`config.mk`:
```
export PLATFORM = sky130hd
export DESIGN_NAME = decode_unit_flat
export DESIGN_NICKNAME = d
export VERILOG_FILES = /design/src/rtl/decode_unit_pkg.sv /design/src/rtl/decode_unit_if.sv /design/src/rtl/decode_unit_reg_file.sv /design/src/rtl/decode_unit.sv /design/src/flat_wrapper.sv
export SDC_FILE = /design/constraint.sdc
export NUM_CORES = 2
export LEC_CHECK = 0
export CAP_MARGIN = 15
export CORE_UTILIZATION = 50
export CTS_CLUSTER_DIAMETER = 100
export DETAILED_ROUTE_END_ITERATION = 8
export PLACE_DENSITY = 0.78
export SYNTH_ARGS = -nofsm -noshare
export SYNTH_HDL_FRONTEND = slang
export SYNTH_SLANG_ARGS = --single-unit
```
`constraint.sdc`:
```
create_clock -name clk -period 7.3 [get_ports clk]
set_clock_uncertainty 0.05 [all_clocks]
set_input_delay 1.46 -clock clk [delete_from_list [all_inputs] [get_ports clk]]
set_output_delay 1.46 -clock clk [all_outputs]
set_load 0.02 [all_outputs]
```
`src/rtl/decode_unit_pkg.sv`:
```
// Shared types and encodings for the decode stage: ALU operator enum,
// RV32I opcode/funct fields used by the decoder, immediate helper.
package decode_unit_pkg;

  typedef enum logic [3:0] {
    ALU_ADD  = 4'd0,
    ALU_SUB  = 4'd1,
    ALU_XOR  = 4'd2,
    ALU_OR   = 4'd3,
    ALU_AND  = 4'd4,
    ALU_SLTS = 4'd5,
    ALU_SLTU = 4'd6
  } alu_opcode_e;

  typedef enum logic {
    OUT_EMPTY = 1'b0,
    OUT_FULL  = 1'b1
  } out_state_e;

  localparam logic [6:0] OPC_OP     = 7'b0110011;
  localparam logic [6:0] OPC_OP_IMM = 7'b0010011;
  localparam logic [2:0] F3_ADD_SUB = 3'b000;
  localparam logic [2:0] F3_SLT     = 3'b010;
  localparam logic [6:0] F7_BASE    = 7'b0000000;
  localparam logic [6:0] F7_SUB     = 7'b0100000;

  function automatic logic [31:0] imm_i(input logic [31:0] instr);
    return {{20{instr[31]}}, instr[31:20]};
  endfunction

endpackage

```
`src/rtl/decode_unit_if.sv`:
```
// Fetch, ALU-issue and writeback signals of the decode stage bundled together.
interface decode_unit_if;
  import decode_unit_pkg::*;

  logic        instr_valid_ip;
  logic [31:0] instr_ip;
  logic        instr_ready_op;
  logic        alu_enable_op;
  alu_opcode_e alu_operator_op;
  logic [31:0] alu_operand_a_op;
  logic [31:0] alu_operand_b_op;
  logic [4:0]  alu_rd_op;
  logic        alu_ready_ip;
  logic        wb_enable_ip;
  logic [4:0]  wb_addr_ip;
  logic [31:0] wb_data_ip;
  logic        illegal_instr_op;

  modport master (
    input  instr_valid_ip, instr_ip, alu_ready_ip, wb_enable_ip, wb_addr_ip, wb_data_ip,
    output instr_ready_op, alu_enable_op, alu_operator_op, alu_operand_a_op,
           alu_operand_b_op, alu_rd_op, illegal_instr_op
  );

  modport slave (
    output instr_valid_ip, instr_ip, alu_ready_ip, wb_enable_ip, wb_addr_ip, wb_data_ip,
    input  instr_ready_op, alu_enable_op, alu_operator_op, alu_operand_a_op,
           alu_operand_b_op, alu_rd_op, illegal_instr_op
  );
endinterface

```
`src/rtl/decode_unit_reg_file.sv`:
```
// Register file: two combinational read ports with write-through bypass,
// one write port, x0 hardwired to zero, synchronous active-low reset.
module reg_file #(
  parameter int NUM_REGS = 32,
  parameter int ADDR_W   = $clog2(NUM_REGS)
) (
  input  logic              clk,
  input  logic              reset,
  input  logic              we,
  input  logic [ADDR_W-1:0] waddr,
  input  logic [31:0]       wdata,
  input  logic [ADDR_W-1:0] raddr_a,
  output logic [31:0]       rdata_a,
  input  logic [ADDR_W-1:0] raddr_b,
  output logic [31:0]       rdata_b
);

  // x0 has no storage; reads of address 0 are forced to zero below.
  logic [31:0] regs_reg [1:NUM_REGS-1];

  genvar gi;
  generate
    for (gi = 1; gi < NUM_REGS; gi++) begin : g_reg
      always_ff @(posedge clk) begin
        if (!reset) begin
          regs_reg[gi] <= '0;
        end else if (we && (waddr == ADDR_W'(gi))) begin
          regs_reg[gi] <= wdata;
        end
      end
    end
  endgenerate

  always_comb begin
    rdata_a = '0;
    if (raddr_a != '0) begin
      rdata_a = (we && (waddr == raddr_a)) ? wdata : regs_reg[raddr_a];
    end
  end

  always_comb begin
    rdata_b = '0;
    if (raddr_b != '0) begin
      rdata_b = (we && (waddr == raddr_b)) ? wdata : regs_reg[raddr_b];
    end
  end

endmodule

```
`src/rtl/decode_unit.sv`:
```
// Decode stage: RV32I ADD/SUB/SLT/ADDI/SLTI decode, busy scoreboard for
// RAW/WAW stalls, and a one-entry output register toward the ALU.
module decode_unit
  import decode_unit_pkg::*;
#(
  parameter int NUM_REGS = 32
) (
  input logic          clk,
  input logic          reset,
  decode_unit_if.master bus
);

  logic [6:0] opcode;
  logic [4:0] rd, rs1, rs2;
  logic [2:0] funct3;
  logic [6:0] funct7;

  assign opcode = bus.instr_ip[6:0];
  assign rd     = bus.instr_ip[11:7];
  assign funct3 = bus.instr_ip[14:12];
  assign rs1    = bus.instr_ip[19:15];
  assign rs2    = bus.instr_ip[24:20];
  assign funct7 = bus.instr_ip[31:25];

  logic        dec_legal;
  logic        dec_is_op;
  alu_opcode_e dec_operator;

  always_comb begin
    dec_legal    = 1'b0;
    dec_operator = ALU_ADD;
    dec_is_op    = (opcode == OPC_OP);
    case (opcode)
      OPC_OP: begin
        if (funct3 == F3_ADD_SUB && funct7 == F7_BASE) begin
          dec_legal    = 1'b1;
          dec_operator = ALU_ADD;
        end else if (funct3 == F3_ADD_SUB && funct7 == F7_SUB) begin
          dec_legal    = 1'b1;
          dec_operator = ALU_SUB;
        end else if (funct3 == F3_SLT && funct7 == F7_BASE) begin
          dec_legal    = 1'b1;
          dec_operator = ALU_SLTS;
        end
      end
      OPC_OP_IMM: begin
        if (funct3 == F3_ADD_SUB) begin
          dec_legal    = 1'b1;
          dec_operator = ALU_ADD;
        end else if (funct3 == F3_SLT) begin
          dec_legal    = 1'b1;
          dec_operator = ALU_SLTS;
        end
      end
      default: ;
    endcase
  end

  logic [31:0] rdata_a, rdata_b;

  reg_file #(.NUM_REGS(NUM_REGS)) u_reg_file (
    .clk     (clk),
    .reset   (reset),
    .we      (bus.wb_enable_ip),
    .waddr   (bus.wb_addr_ip),
    .wdata   (bus.wb_data_ip),
    .raddr_a (rs1),
    .rdata_a (rdata_a),
    .raddr_b (rs2),
    .rdata_b (rdata_b)
  );

  out_state_e    state_reg;
  alu_opcode_e   operator_reg;
  logic [31:0]   operand_a_reg, operand_b_reg;
  logic [4:0]    rd_reg;
  logic          illegal_reg;
  logic [NUM_REGS-1:0] busy_reg, busy_next, busy_eff, wb_clear_mask, set_mask;

  logic out_valid, hazard, instr_ready, accept, accept_legal;

  assign out_valid = (state_reg == OUT_FULL);

  // A writeback this cycle already releases its register for hazard purposes.
  assign wb_clear_mask = bus.wb_enable_ip ? (NUM_REGS'(1) << bus.wb_addr_ip) : '0;
  assign busy_eff      = busy_reg & ~wb_clear_mask;

  assign hazard = busy_eff[rs1] | (dec_is_op & busy_eff[rs2]) | ((rd != 5'd0) & busy_eff[rd]);

  assign instr_ready  = reset & (!out_valid | bus.alu_ready_ip) & !hazard;
  assign accept       = bus.instr_valid_ip & instr_ready;
  assign accept_legal = accept & dec_legal;

  assign set_mask  = (accept_legal && rd != 5'd0) ? (NUM_REGS'(1) << rd) : '0;
  assign busy_next = busy_eff | set_mask;

  always_ff @(posedge clk) begin
    if (!reset) begin
      state_reg     <= OUT_EMPTY;
      operator_reg  <= ALU_ADD;
      operand_a_reg <= '0;
      operand_b_reg <= '0;
      rd_reg        <= '0;
      illegal_reg   <= 1'b0;
      busy_reg      <= '0;
    end else begin
      illegal_reg <= accept & !dec_legal;
      busy_reg    <= busy_next;
      if (accept_legal) begin
        state_reg     <= OUT_FULL;
        operator_reg  <= dec_operator;
        operand_a_reg <= rdata_a;
        operand_b_reg <= dec_is_op ? rdata_b : imm_i(bus.instr_ip);
        rd_reg        <= rd;
      end else if (bus.alu_ready_ip) begin
        state_reg <= OUT_EMPTY;
      end
    end
  end

  assign bus.instr_ready_op   = instr_ready;
  assign bus.alu_enable_op    = out_valid;
  assign bus.alu_operator_op  = operator_reg;
  assign bus.alu_operand_a_op = operand_a_reg;
  assign bus.alu_operand_b_op = operand_b_reg;
  assign bus.alu_rd_op        = rd_reg;
  assign bus.illegal_instr_op = illegal_reg;

endmodule

```
`src/flat_wrapper.sv`:
```
// flat-port wrapper written by rule: the top's interface ports become plain ports
module decode_unit_flat import decode_unit_pkg::*;
#(
  parameter int NUM_REGS = 32
)
  (clk, reset, bus_instr_valid_ip, bus_instr_ip, bus_alu_ready_ip, bus_wb_enable_ip, bus_wb_addr_ip, bus_wb_data_ip, bus_instr_ready_op, bus_alu_enable_op, bus_alu_operator_op, bus_alu_operand_a_op, bus_alu_operand_b_op, bus_alu_rd_op, bus_illegal_instr_op);
  decode_unit_if bus_i ();
  input logic clk;
  input logic reset;
  input wire logic [$bits(bus_i.instr_valid_ip)-1:0] bus_instr_valid_ip;
  input wire logic [$bits(bus_i.instr_ip)-1:0] bus_instr_ip;
  input wire logic [$bits(bus_i.alu_ready_ip)-1:0] bus_alu_ready_ip;
  input wire logic [$bits(bus_i.wb_enable_ip)-1:0] bus_wb_enable_ip;
  input wire logic [$bits(bus_i.wb_addr_ip)-1:0] bus_wb_addr_ip;
  input wire logic [$bits(bus_i.wb_data_ip)-1:0] bus_wb_data_ip;
  output wire logic [$bits(bus_i.instr_ready_op)-1:0] bus_instr_ready_op;
  output wire logic [$bits(bus_i.alu_enable_op)-1:0] bus_alu_enable_op;
  output wire logic [$bits(bus_i.alu_operator_op)-1:0] bus_alu_operator_op;
  output wire logic [$bits(bus_i.alu_operand_a_op)-1:0] bus_alu_operand_a_op;
  output wire logic [$bits(bus_i.alu_operand_b_op)-1:0] bus_alu_operand_b_op;
  output wire logic [$bits(bus_i.alu_rd_op)-1:0] bus_alu_rd_op;
  output wire logic [$bits(bus_i.illegal_instr_op)-1:0] bus_illegal_instr_op;
  assign bus_i.instr_valid_ip = bus_instr_valid_ip;
  assign bus_i.instr_ip = bus_instr_ip;
  assign bus_i.alu_ready_ip = bus_alu_ready_ip;
  assign bus_i.wb_enable_ip = bus_wb_enable_ip;
  assign bus_i.wb_addr_ip = bus_wb_addr_ip;
  assign bus_i.wb_data_ip = bus_wb_data_ip;
  assign bus_instr_ready_op = bus_i.instr_ready_op;
  assign bus_alu_enable_op = bus_i.alu_enable_op;
  assign bus_alu_operator_op = bus_i.alu_operator_op;
  assign bus_alu_operand_a_op = bus_i.alu_operand_a_op;
  assign bus_alu_operand_b_op = bus_i.alu_operand_b_op;
  assign bus_alu_rd_op = bus_i.alu_rd_op;
  assign bus_illegal_instr_op = bus_i.illegal_instr_op;
  decode_unit #(.NUM_REGS(NUM_REGS)) u_core (.clk(clk), .reset(reset), .bus(bus_i));
endmodule
```
==> flow_summary.ini <==
[power_and_ir_drop]
p_int_mw = 11.12
switching_power_mw = 3.906
pwr-share-clk_pct = 39.0
powerDensity_nw_per_um2 = 226.0
swShare_pct = 25.99
p_leak_nw = 23.56
combPwrFrac_pct = 12.2
seqPwrFrac_pct = 48.7
ir_drop_uv = 213.4

[worst_setup_path]
arrival_ps = 5090
endpoint_kind = output pin
reg2reg_setup_slack_ps = 4190
cp.required_ps = 5790
path_max_fanout = 15
slowest_stage = or4b_1
rr_worst_depth = 10
critPathMostFrequentCell = clkdlybuf4s50_1
r2r-start = u_core.busy_reg[2]$_SDFF_PN0_
endpoint = bus_instr_ready_op
path_cells = clkdlybuf4s50_1 > or4b_1 > o21ai_1 > nor3_1 > nor4_1 > a41o_1 > nand2_1 > nor2_1 > clkdlybuf4s50_1
crit_family = simple AND/OR/NAND/NOR gates
r2r-end = u_core.bus.alu_operand_a_op[15]$_SDFFE_PN0P_
critPathKind = in -> out
cp-startpoint = bus_wb_addr_ip[4]
crit_cells = 9
startpoint_type = input pin
critical_path_buf_inv_count = 2
cp_slowest_stage_delay_ps = 870

[synthesis]
ys_types = 76
synth_edf_count = 992
synth-seq-cells = 1097
synth_most_common_cell = edfxtp_1
ys_seq_area_share_pct = 53.47
synth_ff_type = edfxtp_1
ys_top_cells_by_area = edfxtp_1 (50%), mux4_2 (12%), and2_1 (9.1%)
ys_warn_count = 0
postSynthAreaPerCell_um2 = 12.64
yosysTopAreaCell = edfxtp_1
synthArstFlopShare_pct = 0
syn_inst = 4718
synth_top_area_share_pct = 49.94
synth_area_um2 = 59650
synthTopCellsByCount = edfxtp_1 (992), and2_1 (866), mux2i_1 (467)

[sta]
rsz0062_at_grt = false
fmax_ghz = 0.1515
post-route-min-period_ps = 6600
setup_tns_ps = 0
fin_crit_sh_pct = 90.41
tightestPinTransition_ps = 1277
setup_ws_ps = 700.2
drv_slew = 0
hold_ws_ps = 405.9
hold_viol = 0
relSlewSlack_pct = 14.61
setup_viol = 0

[placement]
hpwl_mm = 116.5
dp.cells = 6055
post-place-ws_ps = 806.5
place.gp.congestion = 0.9616
port_buffers = 147

[final_layout]
area_delta_synth_final_pct = 11.50
largest_reg_flops = 992
n_fill_cell = 9254
final_cell_count_no_fill = 6276
final_layout_size_suffix_gt1_share_pct = 15.99
nNetsFinal = 4712
register_area_um2 = 31890
multi_input_area_um2 = 25950

[routing]
routed_wl_mm = 206.9
drcViolationCount = 0
vias_per_cell = 7.005
drt-initial-drc-count = 7036
first_pass_iters = 6
via_count = 43960
ant_nets = 0
wl_per_cell_um = 32.96

[outcome]
status = completed

[clock_tree]
cts_sinks = 1097
cts_resized = 0
cts.htree.levels = 3
clk_pin_slew_ps = 60
worstSkewPairLatency_ps = 740
tritoncts = yes
clockRootBuffer = clkbuf_16
numCtsBuffers = 113
post_cts_buffers = 0
cts_max_path_buffers = 3
hold_buffers = 0

[die]
dieArea_um2 = 120700
fp.dieH_um = 347.4
floorplan.initialDensity_pct = 50.45
io_pins = 150
core_area_um2 = 118200
row_count = 126
die_width_um = 347.4

[global_routing]
first_global_vias = 43070
grt_antenna_before_repair = 10
grt_use_total_pct = 33.75
grt_pass1_wl_mm = 294.8
gr-total-overflow = 0
grt_start_max_net_pins = 114

[hold_path]
hp-class = reg -> reg

[run]
drv_cap = 0
==> worst min-delay path by stage <==
stage                                                startpoint  slack (ps)  depth (start not counted)                                          end
CTS                        u_core.bus.alu_rd_op[2]$_SDFFE_PN0P_         410                          2         u_core.bus.alu_rd_op[2]$_SDFFE_PN0P_
floorplan                         u_core.busy_reg[0]$_SDFF_PN0_         400                          2                u_core.busy_reg[0]$_SDFF_PN0_
global route        u_core.bus.alu_operand_b_op[8]$_SDFFE_PN0P_         420                          2  u_core.bus.alu_operand_b_op[8]$_SDFFE_PN0P_
global placement           u_core.bus.alu_rd_op[1]$_SDFFE_PN0P_         390                          2         u_core.bus.alu_rd_op[1]$_SDFFE_PN0P_
finish              u_core.bus.alu_operand_a_op[8]$_SDFFE_PN0P_         410                          2  u_core.bus.alu_operand_a_op[8]$_SDFFE_PN0P_
detailed placement         u_core.bus.alu_rd_op[2]$_SDFFE_PN0P_         400                          2         u_core.bus.alu_rd_op[2]$_SDFFE_PN0P_
==> stage by stage <==
| step | power, mW | cell area, um2 | util (%) |
|---|---|---|---|
| after detailed placement | 9.198 | 62680 | 53.01 |
| final | 15.03 | 66510 | 56.25 |
| after global routing | 15.34 | 66490 | 56.24 |
| after global placement | 9.134 | 62640 | 52.98 |
| after CTS | 14.96 | 66400 | 56.16 |
| after floorplan | 8.505 | 59650 | - |
==> layout by cell type (no fill, tap or decap), types with 9 or more instances in the layout <==
cell type	n
nand3_1	21
o32ai_1	15
clkbuf_16	122
o21ai_1	12
a21o_1	20
nor2_1	132
clkdlybuf4s50_1	136
clkinv_2	20
and3_1	135
edfxtp_1	992
o221ai_1	153
dfxtp_1	105
mux4_2	307
nand2b_1	10
o22ai_1	73
buf_4	166
a311oi_1	15
o21ai_4	21
clkbuf_1	19
o21ai_0	114
nor3_1	18
mux2i_1	467
a31o_2	9
o211ai_1	25
nor2_2	17
a211oi_1	80
nand2_1	234
a21oi_1	197
clkinv_1	33
and2_1	866
o2111ai_1	12
nor3_2	13
==> cells by family (layout without fill, tap and decap cells) <==
group / Yosys count / count (layout) / synth area share (%)
flops: 1097 / 1097 / 53.47
simple gates: 1512 / 1512 / 14.26
other cells: 1 / 7 / 0.006287
mux: 779 / 779 / 19.52
buf+inv: 530 / 546 / 3.747
compound gates: 787 / 787 / 8.823
xor+xnor: 12 / 12 / 0.1762
==> worst reg2reg max path, delay by kind of cell, from the launching register on <==
kind / cells / cell delay, ps
AO/OA/AOI/OAI: 2 / 250
flip-flops: 1 / 330
multiplexers: 2 / 510
buffers and inverters: 2 / 650
AND/OR/NAND/NOR: 4 / 1300
==> power by group through the flow <==
stage	logic [mW]	registers, mW	clock network [mW]
after global placement	1.73	7.41	0
after floorplan	1.10	7.40	0
final	1.83	7.33	5.87
after global routing	1.88	7.35	6.11
after CTS	1.76	7.31	5.89
after detailed placement	1.75	7.45	0
==> layer usage <==
| layer | vias to the layer above | track usage (%) | part of all wire, % | wire length (um) |
|---|---|---|---|---|
| li1 | 17760 | - | - | - |
| met4 | 4 | 19.81 | 6.7 | 13880 |
| met2 | 3842 | 50.49 | 44 | 90020 |
| met3 | 743 | 9.725 | 15 | 30360 |
| met1 | 21610 | 43.81 | 35 | 72580 |
| met5 | - | 0 | 0.012 | 24 |
==> area by class of cell <==
class,count,area share (%)
timing repair buffer,322,4.442
sequential,1097,47.95
tap,1536,2.890
clock inverter,70,0.9200
antenna,5,0.01881
inverter,12,0.06773
multi-input combinational,3092,39.03
clock buffer,142,4.685
(Power assumes the default switching activity.)
